## config.mk

```make
export PLATFORM = sky130hd
export DESIGN_NAME = prco_alu_wb
export DESIGN_NICKNAME = d
export VERILOG_FILES = /design/src/rtl/prco_alu_wb_pkg.sv /design/src/rtl/prco_mul_iter.sv /design/src/rtl/prco_alu_wb.sv
export SDC_FILE = /design/constraint.sdc
export NUM_CORES = 1
export LEC_CHECK = 0
export BUFFER_PORTS_ARGS = -buffer_cell sky130_fd_sc_hd__clkbuf_2
export CAP_MARGIN = 20
export CORE_MARGIN = 2
export CORE_UTILIZATION = 60
export CTS_CLUSTER_SIZE = 30
export DETAILED_ROUTE_END_ITERATION = 7
export PLACE_DENSITY = 0.82
export SLEW_MARGIN = 20
export SYNTH_ARGS = -nofsm -noshare
export SYNTH_HDL_FRONTEND = slang
export SYNTH_SLANG_ARGS = --single-unit
export TNS_END_PERCENT = 5
```

## constraint.sdc

```tcl
create_clock -name i_clk -period 4.67 [get_ports i_clk]
set_input_delay 0 -clock i_clk [delete_from_list [all_inputs] [get_ports i_clk]]
set_output_delay 0 -clock i_clk [all_outputs]
set_load 0.02 [all_outputs]
```

## src/rtl/prco_alu_wb_pkg.sv

```systemverilog
// Shared ISA constants, state encodings and widths for the prco execute/write-back stage.
package prco_alu_wb_pkg;

    localparam int unsigned DW         = 16;
    localparam int unsigned RW         = 3;
    localparam int unsigned MUL_CYCLES = 16;
    localparam int unsigned OPW        = 4;
    localparam int unsigned FW         = 4;
    localparam int unsigned SW         = 2;
    localparam int unsigned SHW        = $clog2(DW);

    localparam logic [OPW-1:0] ALU_ADD = 4'd0;
    localparam logic [OPW-1:0] ALU_SUB = 4'd1;
    localparam logic [OPW-1:0] ALU_AND = 4'd2;
    localparam logic [OPW-1:0] ALU_OR  = 4'd3;
    localparam logic [OPW-1:0] ALU_XOR = 4'd4;
    localparam logic [OPW-1:0] ALU_SHL = 4'd5;
    localparam logic [OPW-1:0] ALU_SHR = 4'd6;
    localparam logic [OPW-1:0] ALU_CMP = 4'd7;
    localparam logic [OPW-1:0] ALU_MOV = 4'd8;
    localparam logic [OPW-1:0] ALU_MUL = 4'd9;

    // Flag vector layout is {Z,N,C,V}
    localparam int unsigned FLAG_Z = 3;
    localparam int unsigned FLAG_N = 2;
    localparam int unsigned FLAG_C = 1;
    localparam int unsigned FLAG_V = 0;

    localparam logic [SW-1:0] ST_IDLE = 2'd0;
    localparam logic [SW-1:0] ST_EXEC = 2'd1;
    localparam logic [SW-1:0] ST_MUL  = 2'd2;
    localparam logic [SW-1:0] ST_WB   = 2'd3;

    // Single-cycle ops that write their result back to the register set
    function automatic logic alu_op_writes(input logic [OPW-1:0] op);
        case (op)
            ALU_ADD, ALU_SUB, ALU_AND, ALU_OR, ALU_XOR,
            ALU_SHL, ALU_SHR, ALU_MOV: alu_op_writes = 1'b1;
            default:                   alu_op_writes = 1'b0;
        endcase
    endfunction

endpackage

```

## src/rtl/prco_mul_iter.sv

```systemverilog
// Iterative unsigned shift-add multiplier: one partial product per cycle, MUL_CYCLES cycles.
// The product is presented combinationally alongside q_done_c in the final iteration.
module prco_mul_iter
    import prco_alu_wb_pkg::*;
(
    input  logic            i_clk,
    input  logic            i_reset_n,
    input  logic            i_start,
    input  logic [DW-1:0]   i_a,
    input  logic [DW-1:0]   i_b,
    output logic            q_done_c,
    output logic [2*DW-1:0] q_product_c
);

    localparam int unsigned CW = $clog2(MUL_CYCLES);

    logic            busy;
    logic [CW-1:0]   cnt;
    logic [2*DW-1:0] mcand;
    logic [2*DW-1:0] acc;
    logic [2*DW-1:0] acc_nxt;
    logic [DW-1:0]   mplier;

    always_comb begin
        acc_nxt = mplier[0] ? (acc + mcand) : acc;
    end

    assign q_done_c    = busy && (cnt == CW'(MUL_CYCLES - 1));
    assign q_product_c = acc_nxt;

    always_ff @(posedge i_clk or negedge i_reset_n) begin
        if (!i_reset_n) begin
            busy   <= 1'b0;
            cnt    <= '0;
            mcand  <= '0;
            acc    <= '0;
            mplier <= '0;
        end else if (i_start && !busy) begin
            busy   <= 1'b1;
            cnt    <= '0;
            mcand  <= (2*DW)'(i_a);
            acc    <= '0;
            mplier <= i_b;
        end else if (busy) begin
            acc    <= acc_nxt;
            mcand  <= mcand << 1;
            mplier <= mplier >> 1;
            cnt    <= cnt + CW'(1);
            if (q_done_c) begin
                busy <= 1'b0;
            end
        end
    end

endmodule

```

## src/rtl/prco_alu_wb.sv

```systemverilog
// Execute/write-back stage: captures operands from the register set, runs one ALU op,
// writes the result back and pulses completion. Optional multiply: PRCO_ALU_MUL_EN.
module prco_alu_wb
    import prco_alu_wb_pkg::*;
(
    input  logic           i_clk,
    input  logic           i_reset_n,
    input  logic           i_start,
    input  logic [OPW-1:0] i_op,
    input  logic [RW-1:0]  i_seld,
    input  logic           i_use_imm,
    input  logic [DW-1:0]  i_imm,
    input  logic [DW-1:0]  i_data,
    input  logic [DW-1:0]  i_datb,
    output logic           q_busy,
    output logic           q_we,
    output logic [RW-1:0]  q_seld,
    output logic [DW-1:0]  q_datd,
    output logic           q_ce_done,
    output logic [FW-1:0]  q_flags,
    output logic           q_illegal
);

    logic [SW-1:0]  state, state_nxt;
    logic [OPW-1:0] op_q, op_nxt;
    logic [RW-1:0]  seld_q, seld_nxt;
    logic [DW-1:0]  a_q, a_nxt;
    logic [DW-1:0]  b_q, b_nxt;
    logic [DW-1:0]  b_in_c;

    logic           we_nxt, done_nxt, illegal_nxt;
    logic [RW-1:0]  q_seld_nxt;
    logic [DW-1:0]  q_datd_nxt;
    logic [FW-1:0]  q_flags_nxt;

    logic [DW-1:0]  res_c;
    logic           carry_c, ovf_c, flag_upd_c, illegal_c;
    logic [FW-1:0]  flags_c;
    logic [DW:0]    add_c, sub_c, shl_c, shr_c;
    logic [SHW-1:0] amt_c;

    assign b_in_c = i_use_imm ? i_imm : i_datb;

`ifdef PRCO_ALU_MUL_EN
    logic            mul_start_c;
    logic            mul_done_c;
    logic [2*DW-1:0] mul_prod_c;

    assign mul_start_c = (state == ST_IDLE) && i_start && (i_op == ALU_MUL);

    prco_mul_iter u_mul (
        .i_clk       (i_clk),
        .i_reset_n   (i_reset_n),
        .i_start     (mul_start_c),
        .i_a         (i_data),
        .i_b         (b_in_c),
        .q_done_c    (mul_done_c),
        .q_product_c (mul_prod_c)
    );
`endif

    // Single-cycle ALU on the latched operands; shifts keep the last bit out in the extra bit
    always_comb begin
        amt_c      = b_q[SHW-1:0];
        add_c      = {1'b0, a_q} + {1'b0, b_q};
        sub_c      = {1'b0, a_q} - {1'b0, b_q};
        shl_c      = {1'b0, a_q} << amt_c;
        shr_c      = {a_q, 1'b0} >> amt_c;
        res_c      = '0;
        carry_c    = 1'b0;
        ovf_c      = 1'b0;
        flag_upd_c = 1'b1;
        illegal_c  = 1'b0;
        case (op_q)
            ALU_ADD: begin
                res_c   = add_c[DW-1:0];
                carry_c = add_c[DW];
                ovf_c   = (a_q[DW-1] == b_q[DW-1]) && (res_c[DW-1] != a_q[DW-1]);
            end
            ALU_SUB, ALU_CMP: begin
                res_c   = sub_c[DW-1:0];
                carry_c = sub_c[DW];
                ovf_c   = (a_q[DW-1] != b_q[DW-1]) && (res_c[DW-1] != a_q[DW-1]);
            end
            ALU_AND: res_c = a_q & b_q;
            ALU_OR:  res_c = a_q | b_q;
            ALU_XOR: res_c = a_q ^ b_q;
            ALU_SHL: begin
                res_c   = shl_c[DW-1:0];
                carry_c = shl_c[DW];
            end
            ALU_SHR: begin
                res_c   = shr_c[DW:1];
                carry_c = shr_c[0];
            end
            ALU_MOV: begin
                res_c      = b_q;
                flag_upd_c = 1'b0;
            end
            default: begin
                flag_upd_c = 1'b0;
                illegal_c  = 1'b1;
            end
        endcase
        flags_c         = '0;
        flags_c[FLAG_Z] = (res_c == '0);
        flags_c[FLAG_N] = res_c[DW-1];
        flags_c[FLAG_C] = carry_c;
        flags_c[FLAG_V] = ovf_c;
    end

    // Next-state and registered-output logic
    always_comb begin
        state_nxt   = state;
        op_nxt      = op_q;
        seld_nxt    = seld_q;
        a_nxt       = a_q;
        b_nxt       = b_q;
        we_nxt      = 1'b0;
        done_nxt    = 1'b0;
        illegal_nxt = 1'b0;
        q_seld_nxt  = q_seld;
        q_datd_nxt  = q_datd;
        q_flags_nxt = q_flags;
        case (state)
            ST_IDLE: begin
                if (i_start) begin
                    op_nxt    = i_op;
                    seld_nxt  = i_seld;
                    a_nxt     = i_data;
                    b_nxt     = b_in_c;
                    state_nxt = ST_EXEC;
`ifdef PRCO_ALU_MUL_EN
                    if (i_op == ALU_MUL) begin
                        state_nxt = ST_MUL;
                    end
`endif
                end
            end
            ST_EXEC: begin
                state_nxt   = ST_WB;
                done_nxt    = 1'b1;
                illegal_nxt = illegal_c;
                we_nxt      = alu_op_writes(op_q);
                if (we_nxt) begin
                    q_seld_nxt = seld_q;
                    q_datd_nxt = res_c;
                end
                if (flag_upd_c) begin
                    q_flags_nxt = flags_c;
                end
            end
`ifdef PRCO_ALU_MUL_EN
            ST_MUL: begin
                if (mul_done_c) begin
                    state_nxt           = ST_WB;
                    done_nxt            = 1'b1;
                    we_nxt              = 1'b1;
                    q_seld_nxt          = seld_q;
                    q_datd_nxt          = mul_prod_c[DW-1:0];
                    q_flags_nxt[FLAG_Z] = (mul_prod_c[DW-1:0] == '0);
                    q_flags_nxt[FLAG_N] = mul_prod_c[DW-1];
                    q_flags_nxt[FLAG_C] = |mul_prod_c[2*DW-1:DW];
                    q_flags_nxt[FLAG_V] = 1'b0;
                end
            end
`endif
            ST_WB:   state_nxt = ST_IDLE;
            default: state_nxt = ST_IDLE;
        endcase
    end

    always_ff @(posedge i_clk or negedge i_reset_n) begin
        if (!i_reset_n) begin
            state     <= ST_IDLE;
            op_q      <= '0;
            seld_q    <= '0;
            a_q       <= '0;
            b_q       <= '0;
            q_busy    <= 1'b0;
            q_we      <= 1'b0;
            q_ce_done <= 1'b0;
            q_illegal <= 1'b0;
            q_seld    <= '0;
            q_datd    <= '0;
            q_flags   <= '0;
        end else begin
            state     <= state_nxt;
            op_q      <= op_nxt;
            seld_q    <= seld_nxt;
            a_q       <= a_nxt;
            b_q       <= b_nxt;
            q_busy    <= (state_nxt != ST_IDLE);
            q_we      <= we_nxt;
            q_ce_done <= done_nxt;
            q_illegal <= illegal_nxt;
            q_seld    <= q_seld_nxt;
            q_datd    <= q_datd_nxt;
            q_flags   <= q_flags_nxt;
        end
    end

endmodule
```

After elaboration in Yosys (flattened, before gate mapping)
Memories as Yosys holds them, arrays and structs flattened.
Cells that the tools add are included.
{ "totals": {"mem_count": 1, "mem_bits_rw": 0, "wordCells": 57, "latch_bits": 0, "romBits": 16, "inputBits": 59, "out_inout_bits": 27, "regBits": 68} }
{ "memory_table": {"columns": ["memory", "depth", "width", "read_ports", "rd_ports_with_merged_regs", "write_ports", "line", "rtl"], "rows": [
  ["(no name shown)", 16, 1, 1, 0, 0, "prco_alu_wb_pkg.sv:36", "case (op)"]
]} }
{ "op_classes": {"n_reduce_logical": 12, "shifts": 2, "n_eq_ne": 13, "addsub": 2, "muxes": 12, "bitwise": 3, "mul": 0, "n_lt_le_gt_ge": 0, "div": 0} }
{ "ops": {"columns": ["cell", "n"], "rows": [
  ["16-bit one-hot mux with 8 select lines", 1],
  ["16-bit by 16-bit adder with 17-bit output", 1],
  ["16-bit by 4-bit left shift with 17-bit output", 1],
  ["17-bit by 4-bit >> shifter with 17-bit output", 1],
  ["16-bit by 16-bit subtractor with 17-bit output", 1],
  ["16-bit AND", 1],
  ["4-bit by 3-bit == test with 1-bit output, second input constant", 4],
  ["16-bit zero test", 1],
  ["16-bit two-way mux", 1],
  ["16-bit bitwise OR", 1],
  ["16-bit bitwise XOR", 1],
  ["9-bit OR reduction", 1],
  ["4-bit by 2-bit == test with 1-bit output, second input constant", 2],
  ["8-bit OR reduction", 1],
  ["1-bit two-way mux", 6],
  ["2-bit AND reduction", 3],
  ["4-bit by 1-bit == test with 1-bit output, second input constant", 1],
  ["4-bit == test, second input constant", 1],
  ["4-bit zero test", 1],
  ["1-bit one-hot mux with 4 select lines", 1],
  ["2-bit one-hot mux with 2 select lines", 1],
  ["1-bit inequality test", 3],
  ["2-bit by 1-bit == test with 1-bit output, second input constant", 1],
  ["1-bit logical AND", 2],
  ["6 further kinds", 6]
]} }

Depth between registers and ports, before layout
{ "depth": {"depth_word": 4, "ltp_mapped": 13, "mapped_depth_nobuf": 11} }

Least setup slack after synthesis
Ideal clock, no wire load.
{ "synth_timing": {"path_type": "reg2reg", "startpoint": "register b_q[2]", "endpoint": "register q_flags[3]", "setup_slack_ns": 1.404, "synth_period_minus_slack_ns": 3.266, "stages_incl_launch_ff": 14, "arrival_time_ns": 3.186, "t_required_ns": 4.590, "path_buffers": 3, "setup_time_ns": 0.080, "cell_sequence": "dfrtp_1 > buf_2 > clkinv_1 > buf_1 > ha_1 > buf_4 > nor3_2 > a2111oi_4 > a21boi_2 > o41ai_4 > o21bai_1 > a211o_1 > a2111o_1 > o22ai_2"} }
{ "synth_via": {"elab_chain_len": 3, "elab_cells_between_ends": 9, "classes_between": "add/sub (2); shift (2); mux (1); bitwise (3); reduce/logical (1)"} }
{ "synth_rtl": {"columns": ["element", "line", "rtl"], "rows": [
  ["start: declaration", "prco_alu_wb.sv:28", "logic [DW-1:0] b_q, b_nxt;"],
  ["start signal: assignment", "prco_alu_wb.sv:192", "b_q <= b_nxt;"],
  ["16-bit by 16-bit subtractor with 17-bit output, or another cell as far along", "prco_alu_wb.sv:66", "sub_c = {1'b0, a_q} - {1'b0, b_q};"],
  ["16-bit one-hot mux with 8 select lines *", "prco_alu_wb.sv:74", "case (op_q)"],
  ["16-bit zero test *", "prco_alu_wb.sv:106", "flags_c[FLAG_Z] = (res_c == '0);"],
  ["end signal: assignment", "prco_alu_wb.sv:199", "q_flags <= q_flags_nxt;"],
  ["end: declaration", "prco_alu_wb.sv:20", "output logic [FW-1:0] q_flags,"]
]} }
Every way passes the cells marked *; elsewhere a longest branch is shown, timed or not.
A chain may end at the register's enable or synchronous reset.

Worst setup path after layout
{ "layout_timing": {"startpoint": "register b_q[3]", "endpoint": "register q_flags[3]"} }
The elaborated chain is that of the path after synthesis.

==> metrics.txt <==
status complete, no violations; CTS tree yes; DIE AREA 0.0129 mm2; FF-to-FF path depth 10; Final GP Congestion 1.01; Worst EP required 4950 ps; Final Max Slew Viols 0; Std-Cell Rows 39; WL final 27,600 um; CTS max path bufs 2; Flop pwr share 18.2%; DRT iter0 DRCs 1,206; Hold Path End b_q[3]; Synth top area share 23.3%; synthesis-to-finish area growth 18.3%; global-route wire length before repair 42,800 um; Max VDD drop 0.771 mV; Synth Warn # 0; # IOs 86; antenna violations before repair 1; clock share of power 11.3%; HPWL Detailed 19,000 um; Synth cell types 84; M3 GR Usage 6.59%; Root Buffer clkbuf_16; minimum clock period 3810 ps; Tightest Hold Check Type primary input to register; CTS buffer count 9; hold path cells 3; Syn Std Cell Area 0.00719 mm2; sw power 4.22 mW; PortBufs 85; Worst EP arrival 4090 ps; most common cell in the netlist nor2_1; routed length per instance 25.4 um; via count 7,836; CP endpoint kind register; Critical R2R Launch b_q[3]; leak pwr 3.74 nW; Fmax achieved 262 MHz; CTS Hold Bufs 51; clock sinks 67; global routing usage on met2 69.1%; Relative slew margins 29.7%; GR Overflow Total 0; fin crit share 81.7%; setup tns final 0 ps; kind of critical path register to register; Residual DRC 0; post-CTS setup buffers 0; commonest register cell after synthesis dfrtp_1; final antenna-violating net count 0; met1 usage 58.1%; Resized Gates After CTS 0; nets 1,050; final hold viol count 0; later-pin clock latency in the skew report 350 ps; layout cells sized above 1 20.4%; Comb power frac 70.5%; die span in y 113 um; Post-Syn Nets 953; most used routing layer met2; iteration count of the initial detailed-routing pass 6; EDFF count, synth 0; total track usage 43.3%; Area contributors post-synth dfrtp_1 (23%), ha_1 (9.0%), mux4_2 (6.6%), mux2i_1 (4.5%), mux2_2 (4.2%); htree depth 3; Synth async-reset ratio 100%; post-synthesis cell count 840; FF-to-FF End q_flags[3]; worst hold start i_datb[3]; Clock Pin Slew Worst Setup and Hold Paths 70 ps; Reg2Reg Setup Slack 860 ps; largest net degree at the start of global routing 73; internal power 3.57 mW; Yosys top cell by area dfrtp_1; crit-path max FO 19; unrepaired setup endpoints after global routing false; number of synthesized register bits 67; initial core utilization 62.2%; Switching Fraction 54.2%; routed vias/inst 7.22; Final Core Density 73.5%; post-synthesis sequential area ratio 23.3%; top post-synthesis cells by count nor2_1 (75), dfrtp_1 (67), a21oi_1 (59); Core Area 0.0116 mm2; chip width 113 um; syn_area_per_cell 8.56 um2; PwrDens 916 mW/mm2; Setup Skew 10.9 ps; final setup fails 0; worst-margin pin slew 1050 ps; vias in the first global route 7,455; startpoint types register; max-cap check violation count 0
==> routing by layer <==
| layer | up-vias | wire, um |
|---|---|---|
| met1 | 3734 | 10800 |
| met3 | 117 | 3020 |
| met4 | 0 | 1370 |
| met5 | - | 0 |
| met2 | 670 | 12400 |
| li1 | 3315 | - |
==> registers in the layout, indices dropped and copies added, names as in the netlist <==
name and count:
a_q 16, b_q 16, op_q 4, q_busy 1, q_ce_done 1, q_datd 16, q_flags 4, q_illegal 1
q_seld 3, q_we 1, seld_q 3, state 1
==> critical path, stage by stage, from the launching register on <==
cell and delay (ps):
dfrtp_1 720, inv_2 240, ha_1 540, nor3b_1 140
a2111oi_4 520, a21boi_2 180, o41ai_4 350, o21bai_1 140
a211o_1 350, a2111o_1 460, o22ai_2 100
==> kinds of logic after synthesis <==
kind of cell	synth area share, %
buffers and inverters	7.14
and+or+nand+nor	19.0
xor gates and xnor gates	1.10
DFF	23.3
muxes	16.2
AOI/OAI and AO/OA	23.7
adders and majority gates	9.61
==> per-stage QoR <==
stage / hold slack (ps) / setup slack [ps] / area (um2) / power (mW) / instances
finish: 18.9 / 856 / 8500 / 7.79 / 1086
global route: 66.0 / 635 / 8500 / 8.18 / 1085
CTS: 8.11 / 940 / 8500 / 7.49 / 1085
detailed placement: 209 / 974 / 7610 / 6.55 / 1018
global placement: 202 / 1100 / 7610 / 6.44 / 1018
floorplan: -296 / 1400 / 7190 / 5.09 / 840
==> worst max path at each step <==
stage	to	slack, ps	cells after the start	startpoint
finish	q_flags[3]	860	10	b_q[3]
floorplan	q_flags[3]	1400	13	b_q[2]
global route	q_flags[3]	630	10	b_q[3]
CTS	q_flags[3]	940	10	b_q[3]
detailed placement	q_flags[3]	970	10	b_q[3]
global placement	q_flags[3]	1100	10	b_q[3]
==> layout make-up <==
class	count	area (um2)
multi-input combinational	652	5010
fill	808	3060
sequential	67	1680
timing repair buffer	151	1050
clock buffer	9	225
inverter	56	210
tap	143	179
clock inverter	7	149
antenna	1	2.50
==> power by group through the flow <==
stage,registers (mW),logic [mW],clock network (mW)
global placement,1.36,5.08,0
detailed placement,1.38,5.17,0
floorplan,1.24,3.85,0
CTS,1.37,5.24,0.878
global route,1.45,5.83,0.900
finish,1.42,5.49,0.882
==> cells in the final DEF, fill, tap and decap left out, types with 12 or more instances in the layout <==
master,n
a21oi_1,59
a22oi_1,13
buf_4,15
clkbuf_2,84
dfrtp_1,66
dlygate4sd3_1,51
ha_1,52
inv_1,52
mux2_2,27
mux2i_1,32
mux4_2,21
nand2_1,54
nand3_1,15
nand4_1,12
nor2_1,75
nor2b_1,15
nor3_1,20
o21ai_0,42
No activity file was read; power rests on OpenSTA's default activity.
